[src/rtl/uart_frame_sched_pkg.sv]
// Shared types and default frame constants for the UART frame scheduler.
package uart_frame_sched_pkg;

   typedef enum logic [2:0] {
      IDLE = 3'd0,
      HDR  = 3'd1,
      TYP  = 3'd2,
      PAY  = 3'd3,
      SUM  = 3'd4
   } state_t;

   typedef enum logic {
      KIND_WAVE = 1'b0,
      KIND_FREQ = 1'b1
   } kind_t;

   localparam logic [7:0] HDR_BYTE_DEF  = 8'hA5;
   localparam logic [7:0] TYPE_WAVE_DEF = 8'h01;
   localparam logic [7:0] TYPE_FREQ_DEF = 8'h02;
   localparam int         FREQ_BYTES    = 4;

endpackage

[src/rtl/uart_frame_sched_csum.sv]
// frame_csum8: 8-bit modulo-256 running sum with synchronous clear.
module frame_csum8 (
   input  logic       aclk,
   input  logic       rstn,
   input  logic       i_clr,
   input  logic       i_add,
   input  logic [7:0] i_data,
   output logic [7:0] o_sum
);

   logic [7:0] r_sum;

   // NOTE: clocked state uses <= so every register samples pre-edge values.
   always_ff @(posedge aclk or negedge rstn) begin
      if (!rstn)      r_sum <= 8'h00;
      else if (i_clr) r_sum <= 8'h00;
      else if (i_add) r_sum <= r_sum + i_data;
   end

   assign o_sum = r_sum;

endmodule

[src/rtl/uart_frame_sched.sv]
// Round-robin framer sharing one UART byte transmitter between the waveform
// FIFO and the frequency result; frames are HDR, TYPE, payload, checksum.
module uart_frame_sched
   import uart_frame_sched_pkg::*;
#(
   parameter int         WAVE_LEN  = 16,
   parameter logic [7:0] HDR_BYTE  = HDR_BYTE_DEF,
   parameter logic [7:0] TYPE_WAVE = TYPE_WAVE_DEF,
   parameter logic [7:0] TYPE_FREQ = TYPE_FREQ_DEF
) (
   input  logic        aclk,
   input  logic        rstn,
   input  logic        cfg_wave_en,
   input  logic        cfg_freq_en,
   input  logic        freq_en,
   input  logic [31:0] freq,
   input  logic        blk_rdy,
   input  logic        wave_valid,
   input  logic [7:0]  wave_data,
   output logic        wave_rd,
   input  logic        tx_ready,
   output logic        tx_en,
   output logic [7:0]  tx_data,
   output logic        busy,
   output logic        freq_ovr
);

   localparam logic [7:0] WAVE_LAST = 8'(WAVE_LEN - 1);
   localparam logic [7:0] FREQ_LAST = 8'(FREQ_BYTES - 1);

   state_t      r_state, w_state_nxt;
   kind_t       r_kind, w_grant_kind;
   logic        w_grant, w_fire, w_snap, w_cap, w_req_f, w_req_w;
   logic        r_guard, r_freq_pend, r_freq_ovr;
   logic [7:0]  r_cnt, w_pay_last, w_sum;
   logic [31:0] r_freq_hold, r_shift;

   assign w_req_f    = r_freq_pend & cfg_freq_en;
   assign w_req_w    = blk_rdy & cfg_wave_en;
   assign w_cap      = freq_en & cfg_freq_en;
   assign w_snap     = w_grant & (w_grant_kind == KIND_FREQ);
   assign w_pay_last = (r_kind == KIND_WAVE) ? WAVE_LAST : FREQ_LAST;

   always_ff @(posedge aclk or negedge rstn) begin
      if (!rstn) r_state <= IDLE;
      else       r_state <= w_state_nxt;
   end

   // NOTE: every always_comb output gets a default first, so no path infers a latch.
   always_comb begin
      w_state_nxt  = r_state;
      w_grant      = 1'b0;
      w_grant_kind = r_kind;
      w_fire       = 1'b0;
      wave_rd      = 1'b0;
      tx_data      = 8'h00;
      case (r_state)
         IDLE: begin
            if (w_req_f | w_req_w) begin
               w_grant = 1'b1;
               // r_kind is the last grant: a tie goes to the other producer
               if (w_req_f & w_req_w)
                  w_grant_kind = (r_kind == KIND_FREQ) ? KIND_WAVE : KIND_FREQ;
               else
                  w_grant_kind = w_req_f ? KIND_FREQ : KIND_WAVE;
               w_state_nxt = HDR;
            end
         end
         HDR: begin
            tx_data = HDR_BYTE;
            w_fire  = tx_ready & ~r_guard;
            if (w_fire) w_state_nxt = TYP;
         end
         TYP: begin
            tx_data = (r_kind == KIND_WAVE) ? TYPE_WAVE : TYPE_FREQ;
            w_fire  = tx_ready & ~r_guard;
            if (w_fire) w_state_nxt = PAY;
         end
         PAY: begin
            if (r_kind == KIND_WAVE) begin
               tx_data = wave_data;
               w_fire  = tx_ready & ~r_guard & wave_valid;
               wave_rd = w_fire;
            end else begin
               tx_data = r_shift[31:24];
               w_fire  = tx_ready & ~r_guard;
            end
            if (w_fire && (r_cnt == w_pay_last)) w_state_nxt = SUM;
         end
         SUM: begin
            tx_data = w_sum;
            w_fire  = tx_ready & ~r_guard;
            if (w_fire) w_state_nxt = IDLE;
         end
         default: w_state_nxt = IDLE;
      endcase
      tx_en = w_fire;
   end

   always_ff @(posedge aclk or negedge rstn) begin
      if (!rstn) begin
         r_guard     <= 1'b0;
         r_kind      <= KIND_WAVE;
         r_cnt       <= 8'h00;
         r_shift     <= 32'h0;
         r_freq_hold <= 32'h0;
         r_freq_pend <= 1'b0;
         r_freq_ovr  <= 1'b0;
      end else begin
         // TX lowers tx_ready one cycle late, so block the cycle after a strobe
         r_guard <= w_fire;
         if (w_grant) begin
            r_kind <= w_grant_kind;
            r_cnt  <= 8'h00;
         end else if (w_fire && (r_state == PAY)) begin
            r_cnt  <= r_cnt + 8'd1;
         end
         if (w_snap)                              r_shift <= r_freq_hold;
         else if (w_fire && (r_state == PAY))     r_shift <= {r_shift[23:0], 8'h00};
         if (w_cap) begin
            r_freq_hold <= freq;
            r_freq_pend <= 1'b1;
            if (r_freq_pend && !w_snap) r_freq_ovr <= 1'b1;
         end else if (w_snap) begin
            r_freq_pend <= 1'b0;
         end
      end
   end

   frame_csum8 u_csum (
      .aclk   (aclk),
      .rstn   (rstn),
      .i_clr  (w_grant),
      .i_add  (w_fire & ((r_state == TYP) | (r_state == PAY))),
      .i_data (tx_data),
      .o_sum  (w_sum)
   );

   assign busy     = (r_state != IDLE);
   assign freq_ovr = r_freq_ovr;

endmodule

[config.mk]
export PLATFORM = sky130hd
export DESIGN_NAME = uart_frame_sched
export DESIGN_NICKNAME = d
export VERILOG_FILES = /design/src/rtl/uart_frame_sched_pkg.sv /design/src/rtl/uart_frame_sched_csum.sv /design/src/rtl/uart_frame_sched.sv
export SDC_FILE = /design/constraint.sdc
export NUM_CORES = 1
export LEC_CHECK = 0
export ABC_AREA = 1
export CAP_MARGIN = 20
export CORE_MARGIN = 2
export CORE_UTILIZATION = 49
export CTS_BUF_LIST = sky130_fd_sc_hd__clkbuf_8 sky130_fd_sc_hd__clkbuf_16
export CTS_CLUSTER_DIAMETER = 40
export CTS_CLUSTER_SIZE = 16
export DETAILED_ROUTE_END_ITERATION = 8
export GPL_TIMING_DRIVEN = 0
export PLACE_DENSITY = 0.76
export SLEW_MARGIN = 20
export SYNTH_ARGS = -nofsm -noshare
export SYNTH_HDL_FRONTEND = slang
export SYNTH_HIERARCHICAL = 1
export SYNTH_SLANG_ARGS = --single-unit
[constraint.sdc]
create_clock -name aclk -period 2.1 [get_ports aclk]
set_input_delay 0.42 -clock aclk [delete_from_list [all_inputs] [get_ports aclk]]
set_output_delay 0.42 -clock aclk [all_outputs]
set_load 0.05 [all_outputs]
==> results.toml, run 1 <==
[outcome]
status = "finished, violations left"
violations = "setup timing"

[setup_path]
reg2reg_depth = 13
path_buf_inv = 1
slowest_delay_ns = 0.45
critPathMaxFanout = 5
critical_path_class = "flip-flop to flip-flop"
setup.worst_path.start_class = "flip-flop"
slowest_stage = "dfrtp_2"
worst_path_most_repeated_cell = "nand2_2"
r2r_end = "u_csum/o_sum[6]"
timing.rr.start = "r_state[1]"
arrival_ns = 2.43
crit_chain = "nand2_2 -> nor2_4 -> buf_4 -> nand2_2 -> o2111ai_4 -> ha_4 -> fa_2 -> nand2_2 -> nand2_1 -> nand3b_1 -> nand3b_1 -> nand3_2 -> nand2_2"
cp_data_required_time_ns = 2.35
end_kind = "flip-flop"
crit_family = "simple AND/OR/NAND/NOR gates"
r2r_setup_slack_ns = -0.08

[sta]
worst_pin_slew_ns = 0.5676
whs_ns = 0.02204
slew_violations = 0
setup_ws_ns = -0.08250
rsz0062_at_grt = "yes"
finalClockSkew_ns = 0.007322
maxSlewHeadroom_pct = 62.16
fmax_mhz = 458.2
fin_crit_ns = 2.182
fin_crit_sh_pct = 103.9
hold_viol = 0
tns_ns = -0.2011
setup_viol = 6

[power_and_ir_drop]
leakage_nw = 2.678
powerDensity_nw_per_um2 = 1255
ir_drop_v = 0.0004565

[place]
portBuffers = 59
placed_cell_area_sq_um = 5121
post-dp-hpwl_um = 7235
place.gp.congestion = 0.8618

[finish]
nets = 653
drive_gt1_share_pct = 18.50
final_cell_area_sq_um = 5582
fin_util_pct = 64.95
syn2layout_area_growth_pct = 30.51
nFillCells = 713
antenna_cells = 0

[global_routing]
track_usage_pct = 22.20
grt_pass1_vias = 3668
grt_max_degree = 53
antenna_found_initial = 0
overflow = 0
grt_pass1_wl_um = 17020

[min_path]
worst_hold_path_type = "input pin to asynchronous set/reset pin"

[clock_tree]
root_buffer = "clkbuf_8"
cts.reportedPaths.clkPinSlew_ns = 0.08
cts_inserted_buffers = 9
cts_max_path_buffers = 2
cts_tree = "yes"
htreeDepth = 3
clk-insertion-delay-late_ns = 0.35
clkSinkCount = 87

[detailed_routing]
dr.pass1.iters = 4
antenna_left = 0
drc = 0
dr_total_vias = 3792
drt_iter0_drc = 215
vias_per_cell = 5.356
wire_per_inst_um = 14.93
wirelength_um = 10570

[floorplan]
dieHeight_um = 97.42
initial_core_util_pct = 49.77
io_pins = 60
die-width_um = 97.42
row_count = 34
core-area_sq_um = 8593
die_area_sq_um = 9491

[synthesis]
syn_nets = 566
yosys_register_bits = 87
synth_edf_count = 0
synth.distinct_cells = 36
yosysMostFrequentCell = "nand2_1"
synthTopCellsByCount = "nand2_1 (193), dfrtp_1 (87), nand3_1 (40)"
netlist_top_cells_area = "dfrtp_1 (51%), nand2_1 (17%), nand3_1 (4.7%)"
yosys_most_used_dff = "dfrtp_1"
syn_area_per_cell_sq_um = 8.402
synth_seq_area_share_pct = 50.91
synth.cell_area_sq_um = 4277
ys_async_sr_fraction_pct = 100.0
synthesis.instances = 509
yosysTopAreaCell = "dfrtp_1"
synth_top_area_share_pct = 50.91
ys_warn_count = 6

[job]
drv_cap = 0
==> worst register-to-register path: cells and delay by family, from the launching register on <==
kind / cells / cell delay (ns)
compound gates: 1 / 0.13
flops: 1 / 0.45
simple gates: 9 / 0.80
fa+ha+maj: 2 / 0.55
buf+inv: 1 / 0.18
==> cell type report <==
| class | instances | area [sq um] | share of cell area, % |
|---|---|---|---|
| plain buffers | 18 | 120.1 | 2.152 |
| flip-flops and latches | 87 | 2181 | 39.07 |
| multi-input cells | 369 | 2049 | 36.72 |
| clock buffers | 10 | 137.6 | 2.466 |
| repair buffers | 78 | 747.0 | 13.38 |
| inverters | 33 | 136.4 | 2.443 |
| well taps | 108 | 135.1 | 2.421 |
| clock inverters | 5 | 75.07 | 1.345 |
==> what timing repair did <==
action                                  4_1_cts  5_1_grt
gates resized for setup                      73       28
endpoints found under the setup margin       19       15
hold buffers                                  0        0
pin swaps                                     5       15
buffers inserted                              9        9
==> where the power goes <==
group | internal, W | switching, W | total, W
sequential | 0.00210 | 0.000294 | 0.00240
clock | 0.000688 | 0.000576 | 0.00126
combinational | 0.00128 | 0.00207 | 0.00335
==> state kept, by name, summed over array words and instances (netlist names) <==
register / cells
r_freq_pend: 1
u_csum/o_sum: 8
freq_ovr: 1
r_kind: 1
r_state: 3
r_cnt: 8
r_guard: 1
r_shift: 32
r_freq_hold: 32
==> cells by family (layout without fill, tap and decap cells) <==
family / after synthesis / in the layout / share of synthesized area [%]
xor gates and xnor gates: 2 / 2 / 0.4097
buffers and inverters: 53 / 144 / 5.793
DFF: 87 / 87 / 50.91
adders and majority gates: 9 / 9 / 2.809
AOI/OAI and AO/OA: 66 / 66 / 10.33
and+or+nand+nor: 292 / 292 / 29.75
==> cells in the final DEF (no fill, tap or decap), types with 4 or more instances in the layout <==
| master | synthesis | routed |
|---|---|---|
| o21ai_1 | 5 | 6 |
| inv_1 | 29 | 27 |
| buf_6 | 3 | 10 |
| nor2_1 | 30 | 26 |
| nand2_2 | 4 | 12 |
| dfrtp_1 | 87 | 84 |
| clkbuf_8 | 0 | 10 |
| a22o_1 | 10 | 10 |
| o21ai_0 | 14 | 13 |
| buf_4 | 5 | 28 |
| nor3_1 | 5 | 4 |
| nand3_1 | 40 | 35 |
| nand2_1 | 193 | 184 |
| nor2_4 | 4 | 7 |
| ha_1 | 8 | 5 |
| o211ai_1 | 21 | 21 |
| a21oi_1 | 8 | 6 |
| nand2_4 | 4 | 4 |
| nand3_2 | 0 | 5 |
| clkdlybuf4s50_1 | 0 | 47 |
==> metrics by stage <==
| step | total power [W] | setup WS [ns] | cells |
|---|---|---|---|
| 2_1_floorplan | 0.004485 | -0.4579 | 509 |
| 3_3_place_gp | 0.005208 | -2.780 | 676 |
| 3_5_place_dp | 0.005315 | -0.9713 | 677 |
| 4_1_cts | 0.006683 | -0.06393 | 700 |
| 5_1_grt | 0.007429 | -0.1655 | 708 |
| 6_report | 0.007007 | -0.08250 | 708 |
==> metal layers <==
layer	vias up	part of all wire, %	global-route usage (%)
met5	-	0	0
li1	1840	-	-
met2	119	50	38.57
met3	21	5.6	3.957
met1	1812	43	28.87
met4	0	1.5	5.662
==> worst max-delay path by stage <==
stage / startpoint / end / slack [ns] / cells after the start
2_1_floorplan: r_state[0] / u_csum/o_sum[7] / -0.46 / 11
3_3_place_gp: rstn / r_state[2] / -2.78 / 1
3_5_place_dp: tx_ready / tx_en / -0.97 / 7
4_1_cts: tx_ready / tx_en / -0.06 / 6
5_1_grt: r_state[2] / u_csum/o_sum[6] / -0.17 / 9
6_report: r_state[1] / u_csum/o_sum[6] / -0.08 / 13
Note: power is estimated with default switching activity, not from simulation.
==> inputs of run 2 (changes only) <==
Settings changed: ABC_CLOCK_PERIOD_IN_PS set to 2200, CORE_UTILIZATION 49 to 55, MAX_ROUTING_LAYER set to met4, PLACE_DENSITY 0.76 to 0.8.
Clock period 2.1 ns to 2.2 ns, I/O delays scaled along.
==> run 2 against run 1 <==
First-iteration DRC count is 15% higher. The flow still finishes with violations (setup timing). Die area fell by 10%. Core utilization up 6.4 points. Cell count fell by 2.3%. Power is 7.8% lower. Via count decreased by 1.5%. Sequential power down 5%. Clock power down 6%.
==> results.toml, run 2 (synthesis results as in run 1) <==
[power_and_ir_drop]
power_frac_comb_pct = 46.1
seqPwrFrac_pct = 35.4
clock_power_share_pct = 18.5
powerDensity_nw_per_um2 = 1184
leakage_nw = 2.618
ir_drop_v = 0.0004627
p_int_w = 0.003658
power_switching_w = 0.002800
swShare_pct = 43.36
total_power_w = 0.006458

[outcome]
violations = "setup timing"
status = "finished, violations left"

[detailed_routing]
antenna_left = 0
dr_total_vias = 3734
drc = 0
dr.pass1.iters = 5
vias_per_cell = 5.396
wirelength_um = 10200
wire_per_inst_um = 14.74
drt_iter0_drc = 247

[finish]
nets = 642
final_cell_mix = "nand2_1 (187), dfrtp_1 (85), clkdlybuf4s50_1 (47)"
nFillCells = 611
drive_gt1_share_pct = 15.93
fin_util_pct = 71.34
syn2layout_area_growth_pct = 27.56
top_regs = "r_freq_hold: 32 flops, r_shift: 32 flops"
final_cells = 692
final_common_cell = "nand2_1"
antenna_cells = 0

[sta]
fmax_mhz = 453.4
maxSlewHeadroom_pct = 60.53
finalClockSkew_ns = 0.007779
fin_crit_sh_pct = 100.3
hold_viol = 0
worst_pin_slew_ns = 0.5921
whs_ns = 0.01099
setup_viol = 2
fin_crit_ns = 2.206
slew_violations = 0
setup_ws_ns = -0.005723
rsz0062_at_grt = "yes"

[setup_path]
reg2reg_depth = 9
crit_chain = "nand2_2 -> nor2_4 -> clkinvlp_4 -> buf_12 -> o31ai_4 -> buf_6"
r2r_setup_slack_ns = 0.06
timing.rr.start = "r_kind"
worstSetupEndpoint = "tx_data[3]"
slowest_delay_ns = 0.41
setup.worst_path.start_class = "flip-flop"
r2r_end = "u_csum/o_sum[2]"
critPathMaxFanout = 3
end_kind = "output port"
cp_data_required_time_ns = 1.76
critical_path_class = "flip-flop to output port"
slowest_stage = "dfrtp_1"
critPathLaunch = "r_state[1]"
arrival_ns = 1.77

[place]
portBuffers = 59
place.gp.congestion = 0.8917
post-dp-hpwl_um = 7273
numPlacedInstances = 671

[clock_tree]
clkSinkCount = 87
cts_inserted_buffers = 9
htreeDepth = 3
cts.reportedPaths.clkPinSlew_ns = 0.10
root_buffer = "clkbuf_8"
hold_buffers = 0
cts_max_path_buffers = 2
clk-insertion-delay-late_ns = 0.36
cts_tree = "yes"

[global_routing]
overflow = 0
top_usage_layer = "met2"
grt_pass1_vias = 3719
met1_usage_pct = 30.87
grt_pass1_wl_um = 16950
use_met3_pct = 4.026
antenna_found_initial = 0
track_usage_pct = 26.23
grt_max_degree = 57
grt_util_met2_pct = 44.00

[floorplan]
io_pins = 60
dieHeight_um = 92.18
die-width_um = 92.18
core-area_sq_um = 7647
row_count = 32
die_area_sq_um = 8497
initial_core_util_pct = 55.92

[min_path]
worst_hold_path_type = "input pin to asynchronous set/reset pin"

[job]
drv_cap = 0
[run 2: per-layer routing]
metal | up-vias | share of wire (%)
met2 | 101 | 51
met4 | 0 | 3.1
met5 | - | 0
met1 | 1787 | 41
li1 | 1823 | -
met3 | 23 | 5.0
[run 2: per-stage QoR]
stage / worst slack [ns] / TNS [ns] / area [sq um]
after detailed placement: -0.8981 / -6.106 / 5109
after CTS: -0.001499 / -0.001499 / 5365
after global routing: -0.1131 / -0.5751 / 5455
after global placement: -2.406 / -214.70 / 5084
after floorplan: -0.3613 / -1.862 / 4365
final: -0.005723 / -0.01122 / 5455
[run 2: critical path: cells and delay by family (launching register included)]
kind            cells  cell delay [ns]
buf+inv             3             0.51
flops               1             0.41
simple gates        2             0.25
compound gates      1             0.23
[run 2: worst min path at each step]
stage	endpoint	slack, ns	cells after the start
6_report	r_kind	0.01	1
4_1_cts	r_kind	0.02	1
2_1_floorplan	freq_ovr	0.14	0
3_3_place_gp	r_freq_hold[14]	0.47	2
5_1_grt	r_freq_hold[20]	0.04	1
3_5_place_dp	r_kind	0.42	1
[run 2: power by group through the flow]
stage	Clock, W	Combinational, W	Sequential, W
global route	0.00128	0.00325	0.00234
detailed placement	0	0.00277	0.00230
global placement	0	0.00269	0.00228
floorplan	0	0.00205	0.00222
CTS	0.00121	0.00283	0.00227
finish	0.00119	0.00298	0.00229
[run 2: timing repair]
item / CTS / global route
gates resized for setup: 68 / 27
pin swaps: 3 / 9
hold endpoints to repair: 0 / 0
buffers inserted: 5 / 2
endpoints found under the setup margin: 18 / 13
[run 2: final cells by class]
class | count | area, sq um | share of cell area [%]
Clock buffer | 9 | 123.9 | 2.271
Sequential cell | 87 | 2180 | 39.95
Clock inverter | 7 | 87.58 | 1.606
Buffer | 18 | 120.1 | 2.202
Multi-Input combinational cell | 369 | 2006 | 36.77
Inverter | 33 | 137.6 | 2.523
Timing Repair Buffer | 67 | 673.1 | 12.34
Tap cell | 102 | 127.6 | 2.339
